--- config.mk ---
export PLATFORM = sky130hd
export DESIGN_NAME = id_scoreboard
export DESIGN_NICKNAME = d
export VERILOG_FILES = /design/src/rtl/id_scoreboard.sv
export SDC_FILE = /design/constraint.sdc
export NUM_CORES = 1
export LEC_CHECK = 0
export ABC_AREA = 1
export BUFFER_PORTS_ARGS = -buffer_cell sky130_fd_sc_hd__buf_4
export CORE_MARGIN = 4
export CORE_UTILIZATION = 45
export DETAILED_ROUTE_END_ITERATION = 7
export PLACE_DENSITY = 0.7
export RECOVER_POWER = 50
export SYNTH_ARGS = -nofsm -noshare
export SYNTH_HDL_FRONTEND = slang
export SYNTH_SLANG_ARGS = --single-unit
--- constraint.sdc ---
create_clock -name clk -period 6.7 [get_ports clk]
set_clock_uncertainty 0.15 [all_clocks]
set_input_delay 0.335 -clock clk [delete_from_list [all_inputs] [get_ports clk]]
set_output_delay 0.335 -clock clk [all_outputs]
set_load 0.01 [all_outputs]
--- src/rtl/id_scoreboard.sv ---
// Decode-stage register scoreboard: per-register countdown of cycles until the youngest
// in-flight write reaches a bypass bus, plus stall generation and operand bypass select.
module id_scoreboard #(
    parameter int NREG = 32,
    parameter int AW   = $clog2(NREG),
    parameter int DW   = 32,
    parameter int NSRC = 2,
    parameter int NBYP = 3,
    parameter int LW   = 3
) (
    input  logic                 clk,
    input  logic                 rst,
    input  logic                 hold,
    input  logic                 flush,
    input  logic                 issue_valid,
    input  logic                 issue_we,
    input  logic [AW-1:0]        issue_waddr,
    input  logic [LW-1:0]        issue_lat,
    input  logic [NSRC-1:0]      src_en,
    input  logic [NSRC*AW-1:0]   src_addr,
    input  logic [NSRC*DW-1:0]   rf_rdata,
    input  logic [NBYP-1:0]      byp_we,
    input  logic [NBYP*AW-1:0]   byp_waddr,
    input  logic [NBYP*DW-1:0]   byp_wdata,
    output logic [NSRC*DW-1:0]   operand,
    output logic                 stallreq,
    output logic                 issue_fire,
    output logic [NREG-1:0]      busy_mask,
    output logic [31:0]          stall_count
);

    logic [LW-1:0] cnt_q [NREG];
    logic [LW-1:0] cnt_d [NREG];
    logic [31:0]   stall_count_q;
    logic [31:0]   stall_count_d;
    logic          src_busy;

    // Any enabled source whose register still has cycles outstanding blocks issue.
    always_comb begin
        src_busy = 1'b0;
        for (int i = 0; i < NSRC; i++) begin
            if (src_en[i] && (cnt_q[src_addr[i*AW +: AW]] != '0)) begin
                src_busy = 1'b1;
            end
        end
    end

    assign stallreq   = issue_valid & src_busy;
    assign issue_fire = issue_valid & ~stallreq & ~hold & ~flush;

    always_comb begin
        for (int r = 0; r < NREG; r++) begin
            // NOTE: every combinational output gets a default on each path so no latch is inferred.
            cnt_d[r] = cnt_q[r];
            if (flush) begin
                cnt_d[r] = '0;
            end else if (!hold && (cnt_q[r] != '0)) begin
                cnt_d[r] = cnt_q[r] - LW'(1);
            end
            // issue_fire already excludes flush and hold, so a new writer wins over the decrement.
            if (issue_fire && issue_we && (issue_waddr == AW'(r))) begin
                cnt_d[r] = issue_lat;
            end
        end
        cnt_d[0] = '0;
    end

    always_comb begin
        for (int r = 0; r < NREG; r++) begin
            busy_mask[r] = (cnt_q[r] != '0);
        end
    end

    always_comb begin
        stall_count_d = stall_count_q;
        if (stallreq && !hold && (stall_count_q != '1)) begin
            stall_count_d = stall_count_q + 32'd1;
        end
    end

    // Youngest matching bypass stage wins; r0 reads as zero and never matches a bypass.
    always_comb begin
        logic [AW-1:0] addr;
        logic [DW-1:0] sel;
        logic          hit;
        operand = '0;
        for (int i = 0; i < NSRC; i++) begin
            addr = src_addr[i*AW +: AW];
            sel  = rf_rdata[i*DW +: DW];
            hit  = 1'b0;
            for (int j = 0; j < NBYP; j++) begin
                if (!hit && byp_we[j] && (byp_waddr[j*AW +: AW] == addr)
                    && (byp_waddr[j*AW +: AW] != '0)) begin
                    sel = byp_wdata[j*DW +: DW];
                    hit = 1'b1;
                end
            end
            if (addr == '0) begin
                sel = '0;
            end
            operand[i*DW +: DW] = sel;
        end
    end

    // NOTE: the counter array is real pending state, so it is reset like any other flop; a
    // stale count after reset would stall a freshly restarted pipeline.
    always_ff @(posedge clk or negedge rst) begin
        if (!rst) begin
            for (int r = 0; r < NREG; r++) begin
                cnt_q[r] <= '0;
            end
            stall_count_q <= '0;
        end else begin
            // NOTE: sequential state uses non-blocking assignment so all flops sample together.
            for (int r = 0; r < NREG; r++) begin
                cnt_q[r] <= cnt_d[r];
            end
            stall_count_q <= stall_count_d;
        end
    end

    assign stall_count = stall_count_q;

endmodule
Word-level counts from Yosys, hierarchy flattened

Index checks and enable logic that the tools add are counted.
Widths: inputs -> output; s select.

Input port bits: 204
Bits in registers: 125
Output and inout port bits: 130
Logic and storage cells: 383

Muxes and demuxes: 113
Bitwise operators: 9
Add/sub/neg operators: 32
Equality and inequality tests: 38
Magnitude comparators: 2
Reduce and logical (&&, ||, !) cells: 157

Operators with widths:

| kind                  | count |
|---|---|
| $mux 3                | 97 |
| $mux 32               | 8 |
| $reduce_bool 3->1     | 64 |
| $sub 3x1->3 const B   | 31 |
| $logic_and 1x1->1     | 83 |
| $eq 5x5->1 const B    | 16 |
| $eq 5x4->1 const B    | 8 |
| $add 32x1->32 const B | 1 |
| $ne 32x32->1 const B  | 1 |
| $bmux 3 s5            | 2 |
| $eq 5x5->1            | 6 |
| $eq 5x3->1 const B    | 4 |
| $reduce_bool 5->1     | 3 |
| $ge 6x6->1 const B    | 2 |
| $not 5->6             | 2 |
| $eq 5x2->1 const B    | 2 |
| $logic_not 5->1       | 2 |
| $mux 1                | 6 |
| $eq 5x1->1 const B    | 1 |
| $logic_not 1->1       | 5 |
| $and 1x1->1           | 4 |
| $not 1->1             | 3 |

Logic depth before layout (Yosys ltp)

Depth in word-level cells: 16
Gate-level depth with buffers: 22
Gate-level depth less buffers: 19

Least setup slack after synthesis

Ideal clock, no wire load.

Kind: input to output
Start point: in src_addr[0]
End point: out operand[21]
Setup slack: 4225 ps
Required time: 6215 ps
Buffers on the path: 3
Stages: 12
Arrival time: 1990 ps
Cells stage by stage: buf_6 inv_4 buf_6 o22ai_1 a221oi_1 nand2_1 nor2_1 nand2_1 nand3_1 clkbuf_1 o21ai_0 a31oi_1

Longest elaborated chain between the ends: 15
Elaborated cells between the ends (all ways): 20
Classes of those cells: 3 x eq/ne; 6 x mux; 11 x reduce/logical

RTL lines:

| element                        | RTL line | text |
|---|---|---|
| from (decl)                    | 20       | `input logic [NSRC*AW-1:0] src_addr,` |
| $eq 5x5->1                     | 92       | `if (!hit && byp_we[j] && (byp_waddr[j*AW +: AW] == addr)` |
| $logic_and 1x1->1              | 92       |  |
| $logic_and 1x1->1              | 93       | `&& (byp_waddr[j*AW +: AW] != '0)) begin` |
| $mux 1                         | 92       |  |
| $logic_not 1->1                | 92       |  |
| $logic_and 1x1->1 (2 in a row) | 92       |  |
| $logic_and 1x1->1              | 93       |  |
| $mux 1                         | 92       |  |
| $logic_not 1->1                | 92       |  |
| $logic_and 1x1->1 (2 in a row) | 92       |  |
| $logic_and 1x1->1              | 93       |  |
| $mux 32                        | 92       |  |
| $mux 32 (*)                    | 98       | `if (addr == '0) begin` |
| to (decl)                      | 25       | `output logic [NSRC*DW-1:0] operand,` |

Mark *: on every way between the ends. The rest lies on a longest branch, timed or not.

==> results.sh <==
export IMPL_status="finished, violations left"
export IMPL_violations="capacitance limit, slew limit"
export IMPL_clock_fmax_mhz=227.6
export IMPL_core_region_area_um2=29800
export IMPL_finalWirelength_um=53630
export IMPL_portBuffers=332
export IMPL_synth_fp_nets=2631
export IMPL_route_detailed_vias_per_inst=5.473
export IMPL_gp_congestion=1.017
export IMPL_cts_buffer_depth=2
export IMPL_route_vias_total=16550
export IMPL_max_vdd_ir_drop_mv=0.1842
export IMPL_floorplan_die_height_um=182.1
export IMPL_synth_top_flop_cell="sky130_fd_sc_hd__dfrtp_1"
export IMPL_number_of_buffers_inserted_by_post_cts_setup_repair=0
export IMPL_setup_ws_ns=2.307
export IMPL_final_cell_area_um2=16510
export IMPL_tns_ns=0
export IMPL_worst_path_max_fanout=66
export IMPL_rsz_0062_raised_after_global_routing="false"
export IMPL_layout_filler_cell_count=3143
export IMPL_grt_start_max_net_pins=82
export IMPL_postSynthCellCount=2364
export IMPL_synth_async_reset_ratio_pct=100.0
export IMPL_route_detailed_wl_per_inst_um=17.73
export IMPL_dpl_instance_area_um2=16150
export IMPL_drc=0
export IMPL_pre_cts_ws_ns=2.465
export IMPL_worst_slew_margin_rel_pct=-166.1
export IMPL_tritoncts_num_sinks=125
export IMPL_synthesis_yosys_warnings=0
export IMPL_required_ns=7.01
export IMPL_place_inst=2983
export IMPL_cts_made_buffers=17
export IMPL_end_kind="async pin"
export IMPL_final_net_count=2880
export IMPL_synth_lib_cells_used_distinct=38
export IMPL_synthesis_area_um2=13640
export IMPL_mapped_avg_cell_area_um2=5.770
export IMPL_final_period_minus_worst_setup_slack_ns=4.393
export IMPL_area_growth_synth_to_final_pct=21.07
export IMPL_cts_reportedPaths_clkPinSlew_ns=0.06
export IMPL_global_router_s_overall_resource_usage_pct=31.02
export IMPL_ctsHtreeMaxLevel=4
export IMPL_layout_cells_non_filler=3024
export IMPL_drive_gt1_share_pct=13.06
export IMPL_number_of_global_route_vias_before_repair=15120
export IMPL_initial_utilization_pct=45.78
export IMPL_initial_antenna_violation_count=7
export IMPL_seq_area_frac_synth_pct=22.93
export IMPL_final_max_slew_viol_count=67
export IMPL_number_of_setup_violations_in_the_final_report=0
export IMPL_global_route_wire_length_before_repair_um=83050
export IMPL_synth_enable_flop_cells=0
export IMPL_place_detailed_hpwl_um=39950
export IMPL_drv_cap=1
export IMPL_leakage_power_nw=8.949
export IMPL_final_worst_path_period_share_pct=65.57
export IMPL_global_route_overflow_total=0
export IMPL_crit_path_start_kind="input port"
export IMPL_power_density_cell_area_nw_per_um2=266.7
export IMPL_tightest_slew_ns=3.992
export IMPL_postRouteAntennaNets=0
export IMPL_cts_tree="built"
export IMPL_floorplan_die_width_um=182.1
export IMPL_io_pins=334
export IMPL_hp_class="input port to flop"
export IMPL_detail_route_first_pass_iterations=6
export IMPL_critical_path_arrival_ns=4.70
export IMPL_criticalPathCategory="input port to async pin"
export IMPL_clk_root_buffer_cell="sky130_fd_sc_hd__clkbuf_16"
export IMPL_die_area_um2=33160
export IMPL_core_rowCount=63
export IMPL_synth_ff_latch_count=125
export IMPL_drt_iter0_drc=1458
export IMPL_finalHoldViolations=0
export IMPL_worst_skew_pair_late_latency_ns=0.43
## cells by family (layout without fill, tap and decap cells)
kind of cell	after synthesis	after routing	synth area share [%]
AND/OR/NAND/NOR	1430	1430	44.11
buffers and inverters	370	632	11.30
AO/OA/AOI/OAI	329	329	12.90
flip-flops	125	125	22.93
adder cells (fa/ha/maj)	63	63	5.779
XOR/XNOR	46	46	2.954
other	1	9	0.02749
## worst paths after layout
kind,start,slack (ns),depth (start not counted),to
max reg2reg,cnt_q[84],2.96,17,cnt_q[91]
min,issue_valid,0.30,4,stall_count[26]
min in group asynchronous,rst,1.70,2,cnt_q[92]
max,rst,2.31,3,cnt_q[41]
min reg2reg,cnt_q[61],0.36,2,cnt_q[61]
max in group clk,src_addr[6],2.37,12,operand[43]
## power breakdown
part | total (mW) | switching [mW] | internal, mW
Sequential | 1.29 | 0.266 | 1.03
Clock | 0.937 | 0.378 | 0.559
Combinational | 2.17 | 1.39 | 0.781
Total | 4.40 | 2.04 | 2.37
## Yosys cell counts (3+ instances only)
| cell | number | area (um2) |
|---|---|---|
| sky130_fd_sc_hd__nor2_4 | 3 | 33.78 |
| sky130_fd_sc_hd__nand4_1 | 7 | 43.79 |
| sky130_fd_sc_hd__ha_1 | 63 | 788.3 |
| sky130_fd_sc_hd__o22ai_1 | 9 | 56.30 |
| sky130_fd_sc_hd__buf_1 | 5 | 18.77 |
| sky130_fd_sc_hd__inv_1 | 248 | 930.9 |
| sky130_fd_sc_hd__nor4_1 | 13 | 81.33 |
| sky130_fd_sc_hd__inv_2 | 3 | 11.26 |
| sky130_fd_sc_hd__nand2_2 | 4 | 25.02 |
| sky130_fd_sc_hd__xnor2_1 | 16 | 140.1 |
| sky130_fd_sc_hd__buf_4 | 9 | 67.56 |
| sky130_fd_sc_hd__xor2_1 | 30 | 262.8 |
| sky130_fd_sc_hd__o21ai_0 | 203 | 1016 |
| sky130_fd_sc_hd__nand3_4 | 10 | 175.2 |
| sky130_fd_sc_hd__a21oi_1 | 47 | 235.2 |
| sky130_fd_sc_hd__clkbuf_1 | 72 | 270.3 |
| sky130_fd_sc_hd__buf_2 | 18 | 90.09 |
| sky130_fd_sc_hd__a31oi_1 | 62 | 387.9 |
| sky130_fd_sc_hd__nor3_1 | 23 | 115.1 |
| sky130_fd_sc_hd__nand2_1 | 930 | 3491 |
| sky130_fd_sc_hd__nor2_2 | 4 | 25.02 |
| sky130_fd_sc_hd__nand3_1 | 280 | 1401 |
| sky130_fd_sc_hd__o211ai_1 | 3 | 22.52 |
| sky130_fd_sc_hd__dfrtp_1 | 125 | 3128 |
| sky130_fd_sc_hd__buf_6 | 10 | 112.6 |
| sky130_fd_sc_hd__nor2_1 | 149 | 559.3 |
## flip-flops by register name, summed over array words and instances, names as in the netlist
register / flops
stall_count: 32
cnt_q: 93
## cell usage in the layout (no fill, tap or decap), types with 62 or more instances in the layout
master / n
sky130_fd_sc_hd__clkbuf_1: 65
sky130_fd_sc_hd__buf_4: 280
sky130_fd_sc_hd__nor2_1: 149
sky130_fd_sc_hd__inv_1: 248
sky130_fd_sc_hd__nand3_1: 280
sky130_fd_sc_hd__a31oi_1: 62
sky130_fd_sc_hd__ha_1: 63
sky130_fd_sc_hd__dfrtp_1: 125
sky130_fd_sc_hd__o21ai_0: 203
sky130_fd_sc_hd__nand2_1: 928
## layer usage
| layer | wire length (um) | vias to the layer above | track usage, % |
|---|---|---|---|
| met1 | 22320 | 7638 | 40.62 |
| li1 | - | 8098 | - |
| met2 | 25290 | 708 | 51.38 |
| met3 | 4090 | 106 | 4.764 |
| met4 | 1926 | 0 | 12.61 |
| met5 | 0 | - | 0 |
## per-stage QoR
stage	util, %	power [mW]	hold slack, ns
final	55.42	4.404	0.3009
after global routing	55.41	4.799	0.3267
after CTS	56.18	4.552	0.2894
after detailed placement	54.19	3.596	0.3441
after global placement	54.19	3.547	0.3430
after floorplan	-	2.688	-0.1106
## timing repair
action,CTS,global route
endpoints found under the hold margin,65,0
hold buffers,1,0
gates resized for setup,0,0
## worst max-delay path, stage by stage
cell                            delay, ns
sky130_fd_sc_hd__dlygate4sd3_1       0.52
sky130_fd_sc_hd__clkbuf_1            2.79
sky130_fd_sc_hd__buf_4               1.01
## final cells by class
cell class	instances	area (um2)	area share, %
diodes	8	20.02	0.1212
clock buffers	19	442.9	2.682
clock inverters	13	140.1	0.8486
inverters	255	962.2	5.827
multi-input cells	1869	8980	54.38
flip-flops and latches	125	3128	18.94
well taps	390	488.0	2.955
repair buffers	345	2352	14.24
No activity file was read; power rests on OpenSTA's default activity.
